**src/rtl/hdx_link_ctrl_if.sv**
```systemverilog
// Host-side handshake bundle for hdx_link_ctrl: transmit request/accept and
// received-word notification. The controller uses the slave modport.
interface hdx_link_ctrl_if #(
  parameter int DW = 8
);
  logic          tx_valid;
  logic [DW-1:0] tx_data;
  logic          tx_ready;
  logic          rx_valid;
  logic [DW-1:0] rx_data;
  logic          busy;

  modport master (
    output tx_valid, tx_data,
    input  tx_ready, rx_valid, rx_data, busy
  );

  modport slave (
    input  tx_valid, tx_data,
    output tx_ready, rx_valid, rx_data, busy
  );
endinterface

```
**src/rtl/hdx_link_ctrl.sv**
```systemverilog
// Half-duplex bit-serial frame controller for one bidirectional pad:
// start(1), DW data bits LSB first, stop(0), then TURN released cycles.
module hdx_link_ctrl #(
  parameter int DW   = 8,
  parameter int TURN = 2
) (
  input  logic            clk,
  input  logic            reset,
  hdx_link_ctrl_if.slave  host,
  output logic            pad_i,
  output logic            pad_t,
  input  logic            pad_o
);

  localparam int CMAX = (DW > TURN) ? DW : TURN;
  localparam int CW   = (CMAX > 1) ? $clog2(CMAX) : 1;

  typedef enum logic [2:0] {
    IDLE, TX_START, TX_DATA, TX_STOP, TX_TURN, RX_DATA, RX_TURN
  } state_e;

  state_e        state_q, state_d;
  logic [CW-1:0] cnt_q, cnt_d;
  logic [DW-1:0] txsr_q, txsr_d;
  logic [DW-1:0] rxsr_q, rxsr_d;
  logic [DW-1:0] rx_data_q, rx_data_d;
  logic          rx_valid_q, rx_valid_d;
  logic          pad_o_q;
  logic          tx_ready;
  logic [DW-1:0] rx_shift;
  logic          dw_last, turn_last;

  // Incoming line bit enters at the top so the LSB-first word lands aligned.
  if (DW == 1) begin : g_rx_one
    assign rx_shift = pad_o_q;
  end else begin : g_rx_many
    assign rx_shift = {pad_o_q, rxsr_q[DW-1:1]};
  end

  assign dw_last   = (cnt_q == CW'(DW - 1));
  assign turn_last = (cnt_q == CW'(TURN - 1));
  assign tx_ready  = (state_q == IDLE) && !pad_o_q && !reset;

  assign host.tx_ready = tx_ready;
  assign host.rx_valid = rx_valid_q;
  assign host.rx_data  = rx_data_q;
  assign host.busy     = (state_q != IDLE);

  always_comb begin
    // NOTE: every output of this block gets a default first, so no path
    // through the case can leave one unassigned and infer a latch.
    state_d    = state_q;
    cnt_d      = cnt_q;
    txsr_d     = txsr_q;
    rxsr_d     = rxsr_q;
    rx_data_d  = rx_data_q;
    rx_valid_d = 1'b0;
    pad_t      = 1'b1;
    pad_i      = 1'b0;

    unique case (state_q)
      IDLE: begin
        if (pad_o_q) begin
          state_d = RX_DATA;
          cnt_d   = '0;
        end else if (host.tx_valid && tx_ready) begin
          txsr_d  = host.tx_data;
          state_d = TX_START;
        end
      end
      TX_START: begin
        pad_t   = 1'b0;
        pad_i   = 1'b1;
        cnt_d   = '0;
        state_d = TX_DATA;
      end
      TX_DATA: begin
        pad_t  = 1'b0;
        pad_i  = txsr_q[0];
        txsr_d = txsr_q >> 1;
        if (dw_last) begin
          cnt_d   = '0;
          state_d = TX_STOP;
        end else begin
          cnt_d = cnt_q + CW'(1);
        end
      end
      TX_STOP: begin
        pad_t   = 1'b0;
        cnt_d   = '0;
        state_d = TX_TURN;
      end
      RX_DATA: begin
        rxsr_d = rx_shift;
        if (dw_last) begin
          rx_data_d  = rx_shift;
          rx_valid_d = 1'b1;
          cnt_d      = '0;
          state_d    = RX_TURN;
        end else begin
          cnt_d = cnt_q + CW'(1);
        end
      end
      TX_TURN, RX_TURN: begin
        // The line is ignored here; a stop bit is never checked.
        if (turn_last) begin
          cnt_d   = '0;
          state_d = IDLE;
        end else begin
          cnt_d = cnt_q + CW'(1);
        end
      end
      default: state_d = IDLE;
    endcase
  end

  // NOTE: state registers use non-blocking assignments so all of them
  // update together from the values seen before the edge.
  always_ff @(posedge clk) begin
    if (reset) begin
      state_q    <= IDLE;
      cnt_q      <= '0;
      txsr_q     <= '0;
      rxsr_q     <= '0;
      rx_data_q  <= '0;
      rx_valid_q <= 1'b0;
      pad_o_q    <= 1'b0;
    end else begin
      state_q    <= state_d;
      cnt_q      <= cnt_d;
      txsr_q     <= txsr_d;
      rxsr_q     <= rxsr_d;
      rx_data_q  <= rx_data_d;
      rx_valid_q <= rx_valid_d;
      pad_o_q    <= pad_o;
    end
  end

endmodule

```
**src/flat_wrapper.sv**
```systemverilog
// flat-port wrapper written by rule: the top's interface ports become plain ports
module hdx_link_ctrl_flat 
#(
  parameter int DW   = 8,
  parameter int TURN = 2
)
  (clk, reset, pad_i, pad_t, pad_o, host_tx_valid, host_tx_data, host_tx_ready, host_rx_valid, host_rx_data, host_busy);
  hdx_link_ctrl_if #(.DW(DW)) host_i ();
  input  logic clk;
  input  logic reset;
  output logic pad_i;
  output logic pad_t;
  input  logic pad_o;
  input wire logic [$bits(host_i.tx_valid)-1:0] host_tx_valid;
  input wire logic [$bits(host_i.tx_data)-1:0] host_tx_data;
  output wire logic [$bits(host_i.tx_ready)-1:0] host_tx_ready;
  output wire logic [$bits(host_i.rx_valid)-1:0] host_rx_valid;
  output wire logic [$bits(host_i.rx_data)-1:0] host_rx_data;
  output wire logic [$bits(host_i.busy)-1:0] host_busy;
  assign host_i.tx_valid = host_tx_valid;
  assign host_i.tx_data = host_tx_data;
  assign host_tx_ready = host_i.tx_ready;
  assign host_rx_valid = host_i.rx_valid;
  assign host_rx_data = host_i.rx_data;
  assign host_busy = host_i.busy;
  hdx_link_ctrl #(.DW(DW), .TURN(TURN)) u_core (.clk(clk), .reset(reset), .host(host_i), .pad_i(pad_i), .pad_t(pad_t), .pad_o(pad_o));
endmodule
```
**config.mk**
```make
export PLATFORM = sky130hd
export DESIGN_NAME = hdx_link_ctrl_flat
export DESIGN_NICKNAME = d
export VERILOG_FILES = /design/src/rtl/hdx_link_ctrl_if.sv /design/src/rtl/hdx_link_ctrl.sv /design/src/flat_wrapper.sv
export SDC_FILE = /design/constraint.sdc
export NUM_CORES = 1
export LEC_CHECK = 0
export CAP_MARGIN = 20
export CORE_ASPECT_RATIO = 0.6
export CORE_UTILIZATION = 45
export DETAILED_ROUTE_END_ITERATION = 10
export PLACE_DENSITY = 0.73
export SLEW_MARGIN = 20
export SYNTH_ARGS = -nofsm -noshare
export SYNTH_HDL_FRONTEND = slang
export SYNTH_SLANG_ARGS = --single-unit
```
**constraint.sdc**
```tcl
create_clock -name clk -period 1.6 [get_ports clk]
set_input_delay 0.48 -clock clk [delete_from_list [all_inputs] [get_ports clk]]
set_output_delay 0.48 -clock clk [all_outputs]
set_load 0.02 [all_outputs]
```
==> flow_summary_export.csv, run 1 <==
group,metric,value,unit
setup_path,slowest_stage,"or3_4",
cells_and_area,areaGrowthSynthToFinish,39.7,%
routing,drtPass1Iterations,4,
setup_path,crit_buf_inv,1,
sta,fmax,553,MHz
pwr,vdd_drop_max,0.970,mV
floorplanning,row_count,14,
yosys,netlist_top_cells_count,"nand2_1 (33), dfxtp_1 (31), a21oi_1 (21)",
job,cap_violations,0,
yosys,yosysTopAreaCell,"dfxtp_1",
setup_path,ff2ff_path_depth,6,
yosys,ys_seq_elements,31,
clock_tree,clockBufferDepth,2,
yosys,yosysUniqueCellTypes,31,
pwr,switchingPower,0.918,mW
setup_path,worstPathArrival,1.33,ns
setup_path,path_cells,"or3_4 -> nor3_4 -> buf_6",
routing,routed_wl,3240,um
yosys,syn_avg_cell_area,8.86,sq um
floorplanning,die_w,72.2,um
sta,slew-limit-headroom,71.8,%
floorplanning,io_pins,25,
pwr,sw_frac_of_total,34.0,%
sta,setup-tns-final,-0.999,ns
setup_path,cp-end-kind,"output pin",
yosys,synth_ff_type,"dfxtp_1",
sta,period_share,113,%
routing,wl_per_cell,14.2,um
pwr,seqPwrFrac,34.0,%
cells_and_area,final_core_util,70.2,%
routing,drc,0,
setup_path,slowest_delay,0.41,ns
placed_design,pre_cts_ws,-0.808,ns
clock_tree,cts_hold_buffers,0,
cells_and_area,final_nets,203,
yosys,syn_inst,150,
yosys,ys_seq_area_share,46.7,%
pwr,total_power,2.70,mW
cells_and_area,instances_no_fill,228,
pwr,comb_power_share,43.4,%
sta,setup_viol_count_final,14,
setup_path,cp_top_family,"simple AND/OR/NAND/NOR gates",
global_routing,antenna_found_initial,0,
clock_tree,clk_pin_slew,0.07,ns
routing,drt_iter0_markers,108,
clock_tree,cts_sinks,31,
outcome,violations,"setup timing",
yosys,yosysMostFrequentCell,"nand2_1",
sta,worst_slew_pin_slew,0.421,ns
setup_path,cp.depth,3,
pwr,intPower,1.78,mW
routing,antenna_left,0,
clock_tree,clk_latency,0.28,ns
placed_design,finalWeightedCongestion,0.850,
clock_tree,cts_buffers,5,
yosys,async_flop_share,0,%
yosys,ys_top_cells_by_area,"dfxtp_1 (47%), nand2_1 (9.3%), a21oi_1 (7.9%), a22o_1 (5.9%), a21o_1 (5.1%)",
yosys,yosysTopAreaCellShare,46.7,%
floorplanning,initial_utilization,50.2,%
yosys,synth_nets,165,
yosys,synth-edff-count,0,
setup_path,worstPathRequired,1.12,ns
setup_path,crit_start,"u_core.state_q[0]$_SDFFE_PP0P_",
global_routing,track_usage,20.7,%
routing,vias_per_cell,5.37,
cells_and_area,diodes,0,
pwr,leakage,0.791,nW
global_routing,grt_max_degree,18,
setup_path,start_kind,"flop",
setup_path,critPathMaxFanout,2,
worst_hold_path,min_path_type,"flop to flop",
placed_design,hpwlAfterDp,2200,um
sta,clock_skew,0.00730,ns
global_routing,grt_pass1_vias,1077,
setup_path,r2r-end,"u_core.cnt_q[0]$_SDFFE_PP0P_",
setup_path,r2r-start,"u_core.state_q[0]$_SDFFE_PP0P_",
yosys,netlist_area,1330,sq um
setup_path,crit_type,"flop to output pin",
yosys,yosysWarnings,0,
floorplanning,die_area,3180,sq um
cells_and_area,design_area,1860,sq um
placed_design,placed_area,1700,sq um
pwr,p_per_area,1450,nW/um^2
pwr,pwr-share-clk,22.6,%
global_routing,grt_first_pass_wirelength,4920,um
setup_path,r2r_slack,-0.13,ns
sta,hold_viol,0,
sta,drv_slew,0,
sta,timing.hold.ws,0.449,ns
floorplanning,dieHeight,44.1,um
sta,layout_min_cycle_time,1.81,ns
clock_tree,cts_tree,"built",
setup_path,cp-endpoint,"host_tx_ready",
global_routing,overflow,0,
sta,fin_ws,-0.209,ns
clock_tree,h-tree-depth,2,
sta,grt_setup_unrepaired,"true",
placed_design,dp.cells,220,
routing,dr_total_vias,1225,
placed_design,portBuffers,24,
floorplanning,core_area,2650,sq um
outcome,outcome,"complete, but fails checks",
cells_and_area,drive_gt1_share,23.9,%
clock_tree,clock-root-buffer,"clkbuf_8",
cells in the final DEF (no fill, tap or decap), drive strengths merged, types with 2 or more instances in the layout:
master	instances
a21o	9
inv	4
nor3b	3
nand2	33
nor2	4
nor2b	2
a21oi	21
or3	2
dlygate4sd2	10
clkdlybuf4s50	10
dfxtp	31
buf	19
ha	3
nand2b	4
a22o	9
nand3b	3
clkbuf	6
tightest hold or removal path, stage by stage (launching register included):
cell and delay (ns):
dfxtp_1 0.31, nand2_1 0.05, a21oi_1 0.05
power groups by stage:
stage	Sequential, mW	Combinational (mW)	Clock (mW)
after detailed placement	0.933	1.04	0
final	0.918	1.17	0.610
after floorplan	0.934	0.651	0
after global placement	0.927	1.01	0
after global routing	0.925	1.26	0.657
after CTS	0.918	1.12	0.618
metal layers:
| layer | up-vias | GRT usage [%] | wire length [um] |
|---|---|---|---|
| li1 | 602 | - | - |
| met1 | 580 | 29.7 | 1620 |
| met2 | 39 | 29.5 | 1390 |
| met3 | 4 | 7.52 | 200 |
| met4 | 0 | 5.49 | 31 |
| met5 | - | 0 | 0 |
flip-flops by register name, indices dropped and copies added, names as in the netlist:
signal / flops
u_core.host.rx_data: 8
u_core.txsr_q: 8
u_core.rxsr_q: 7
u_core.cnt_q: 3
u_core.state_q: 3
u_core.host.rx_valid: 1
u_core.pad_o_q: 1
cell families (layout without fill, tap and decap cells):
group | count (synthesis) | in the layout | share of synthesized area, %
and+or+nand+nor | 58 | 58 | 22.3
AOI/OAI and AO/OA | 45 | 45 | 23.0
DFF | 31 | 31 | 46.7
buffers and inverters | 12 | 50 | 4.33
adders and majority gates | 3 | 3 | 2.83
muxes | 1 | 1 | 0.847
cell type report:
cell class	instances	area (sq um)
clock buffers	6	82.6
well taps	40	50.0
fillers	206	788
flip-flops and latches	31	624
clock inverters	1	5.00
inverters	4	15.0
multi-input cells	107	738
repair buffers	39	342
what timing repair did:
item,CTS,global route
pin swaps,4,1
gates resized for setup,42,8
setup endpoints to repair,26,25
setup buffers,1,0
how the worst min path moves through the flow:
stage | start | to | slack [ns] | cells past startpoint
2_1_floorplan | u_core.txsr_q[0]$_SDFFE_PP0P_ | u_core.txsr_q[0]$_SDFFE_PP0P_ | 0.43 | 1
3_3_place_gp | u_core.txsr_q[1]$_SDFFE_PP0P_ | u_core.txsr_q[1]$_SDFFE_PP0P_ | 0.44 | 1
3_5_place_dp | u_core.txsr_q[2]$_SDFFE_PP0P_ | u_core.txsr_q[2]$_SDFFE_PP0P_ | 0.44 | 1
4_1_cts | u_core.host.rx_data[2]$_SDFFE_PP0P_ | u_core.host.rx_data[2]$_SDFFE_PP0P_ | 0.45 | 2
5_1_grt | u_core.txsr_q[3]$_SDFFE_PP0P_ | u_core.txsr_q[3]$_SDFFE_PP0P_ | 0.48 | 1
6_report | u_core.host.rx_data[2]$_SDFFE_PP0P_ | u_core.host.rx_data[2]$_SDFFE_PP0P_ | 0.45 | 2
Note: power is estimated with default switching activity, not from simulation.
==> run 2, diff against run 1 <==
CORE_UTILIZATION = 40   (was 45)
PLACE_DENSITY = 0.66   (was 0.73)
==> flow_summary_export.csv, run 2 (same netlist as run 1, synthesis figures left out) <==
group,metric,value,unit
outcome,outcome,"complete, but fails checks",
outcome,violations,"setup timing",
global_routing,grt_pass1_vias,1062,
clock_tree,cts_buffers,5,
pwr,leakage,0.881,nW
cells_and_area,final_core_util,68.3,%
placed_design,finalWeightedCongestion,0.803,
sta,fmax,570,MHz
cells_and_area,final_nets,214,
setup_path,path_cells,"or3_4 -> nor3_4 -> buf_6",
clock_tree,clock-root-buffer,"clkbuf_8",
sta,fin_ws,-0.156,ns
setup_path,start_kind,"flop",
global_routing,grt_first_pass_wirelength,5260,um
sta,grt_setup_unrepaired,"true",
floorplanning,io_pins,25,
global_routing,grt_max_degree,18,
pwr,p_per_area,1520,nW/um^2
cells_and_area,areaGrowthSynthToFinish,54.4,%
floorplanning,dieHeight,46.6,um
floorplanning,die_area,3560,sq um
global_routing,overflow,0,
setup_path,slowest_delay,0.39,ns
sta,clock_skew,0.00347,ns
setup_path,worstPathArrival,1.28,ns
setup_path,slowest_stage,"or3_4",
routing,vias_per_cell,5.24,
cells_and_area,diodes,0,
clock_tree,clockBufferDepth,2,
routing,drtPass1Iterations,4,
job,cap_violations,0,
routing,drc,0,
sta,hold_viol,0,
setup_path,critPathMaxFanout,2,
sta,drv_slew,0,
routing,drt_iter0_markers,143,
clock_tree,cts_sinks,31,
pwr,total_power,3.12,mW
worst_hold_path,min_path_type,"flop to flop",
cells_and_area,num-fill-cells,246,
global_routing,track_usage,20.2,%
global_routing,antenna_found_initial,0,
floorplanning,die_w,76.4,um
floorplanning,row_count,15,
placed_design,hpwlAfterDp,2180,um
routing,wl_per_cell,14.3,um
placed_design,portBuffers,24,
sta,setup_viol_count_final,13,
routing,antenna_left,0,
routing,top_layer_used,"met4",
cells_and_area,drive_gt1_share,33.5,%
clock_tree,clk_latency,0.28,ns
clock_tree,h-tree-depth,2,
pwr,vdd_drop_max,1.07,mV
routing,dr_total_vias,1269,
setup_path,worstPathRequired,1.12,ns
setup_path,crit_buf_inv,1,
cells_and_area,final_common_cell,"nand2_1",
sta,slew-limit-headroom,55.8,%
floorplanning,initial_utilization,44.2,%
routing,wl_met3,189,um
sta,period_share,110,%
routing,wl_met1,1710,um
setup_path,cp-end-kind,"output pin",
routing,routed_wl,3460,um
clock_tree,cts_tree,"built",
sta,worst_slew_pin_slew,0.661,ns
setup_path,crit_type,"flop to output pin",
clock_tree,clk_pin_slew,0.06,ns
floorplanning,core_area,3000,sq um
sta,layout_min_cycle_time,1.76,ns
routing,met2_length,1510,um
cells_and_area,final_cell_mix,"nand2_1 (31), dfxtp_1 (26), a21oi_1 (18), buf_4 (18)",
setup_path,cp_top_family,"simple AND/OR/NAND/NOR gates",
setup_path,r2r_slack,-0.06,ns
-- run 2: changes by cell type in the layout (fill, tap and decap cells not counted), sizes merged --
cell | before | now
buf | 19 | 30
bufinv | 0 | 1
-- run 2: power breakdown --
| group | switching, mW | total [mW] | internal, mW |
|---|---|---|---|
| combinational | 0.621 | 1.39 | 0.766 |
| clock | 0.295 | 0.798 | 0.503 |
| sequential | 0.0613 | 0.934 | 0.872 |
-- run 2: per-layer routing --
layer | up-vias | track usage, %
met5 | - | 0
met4 | 0 | 10.4
met3 | 7 | 5.94
met2 | 46 | 29.5
met1 | 591 | 27.4
li1 | 625 | -
-- run 2: path summary, 6_finish.rpt --
path / startpoint / to / cells past startpoint
worst max-delay path: u_core.state_q[2]$_SDFFE_PP0P_ / host_tx_ready / 3
worst min-delay path: u_core.host.rx_data[6]$_SDFFE_PP0P_ / u_core.host.rx_data[6]$_SDFFE_PP0P_ / 2
worst max register to register: u_core.state_q[2]$_SDFFE_PP0P_ / u_core.txsr_q[2]$_SDFFE_PP0P_ / 6
worst min register to register: u_core.host.rx_data[6]$_SDFFE_PP0P_ / u_core.host.rx_data[6]$_SDFFE_PP0P_ / 2
-- run 2: worst reg2reg max path, delay by kind of cell (launching register included) --
family	cells	cell delay [ns]
AO/OA/AOI/OAI	2	0.24
AND/OR/NAND/NOR	2	0.74
flip-flops	1	0.33
buffers and inverters	2	0.31
-- run 2: metrics by stage --
stage | std cells | hold slack, ns | setup slack [ns] | TNS [ns] | area [sq um]
6_report | 242 | 0.452 | -0.156 | -0.804 | 2050
5_1_grt | 242 | 0.475 | -0.213 | -1.50 | 2050
4_1_cts | 240 | 0.453 | -0.166 | -0.752 | 1970
3_5_place_dp | 226 | 0.446 | -0.794 | -7.85 | 1730
3_3_place_gp | 226 | 0.434 | -0.736 | -7.55 | 1730
2_1_floorplan | 150 | 0.426 | -0.138 | -0.589 | 1360
-- run 2: what timing repair did --
item                                    in CTS  in global routing
pin swaps                                   15                  3
gates resized for setup                     53                 19
endpoints found under the setup margin      26                 25
cloned                                       0                  1
hold endpoints to repair                     0                  0
hold buffers                                 0                  0
buffers inserted                             6                  1
-- run 2: area by class of cell --
type | instances | area, sq um | area share (%)
multi-input combinational | 107 | 785 | 38.2
inverter | 4 | 15.0 | 0.732
timing repair buffer | 50 | 455 | 22.2
clock buffer | 6 | 82.6 | 4.02
clock inverter | 2 | 35.0 | 1.71
sequential | 31 | 627 | 30.5
tap | 42 | 52.6 | 2.56
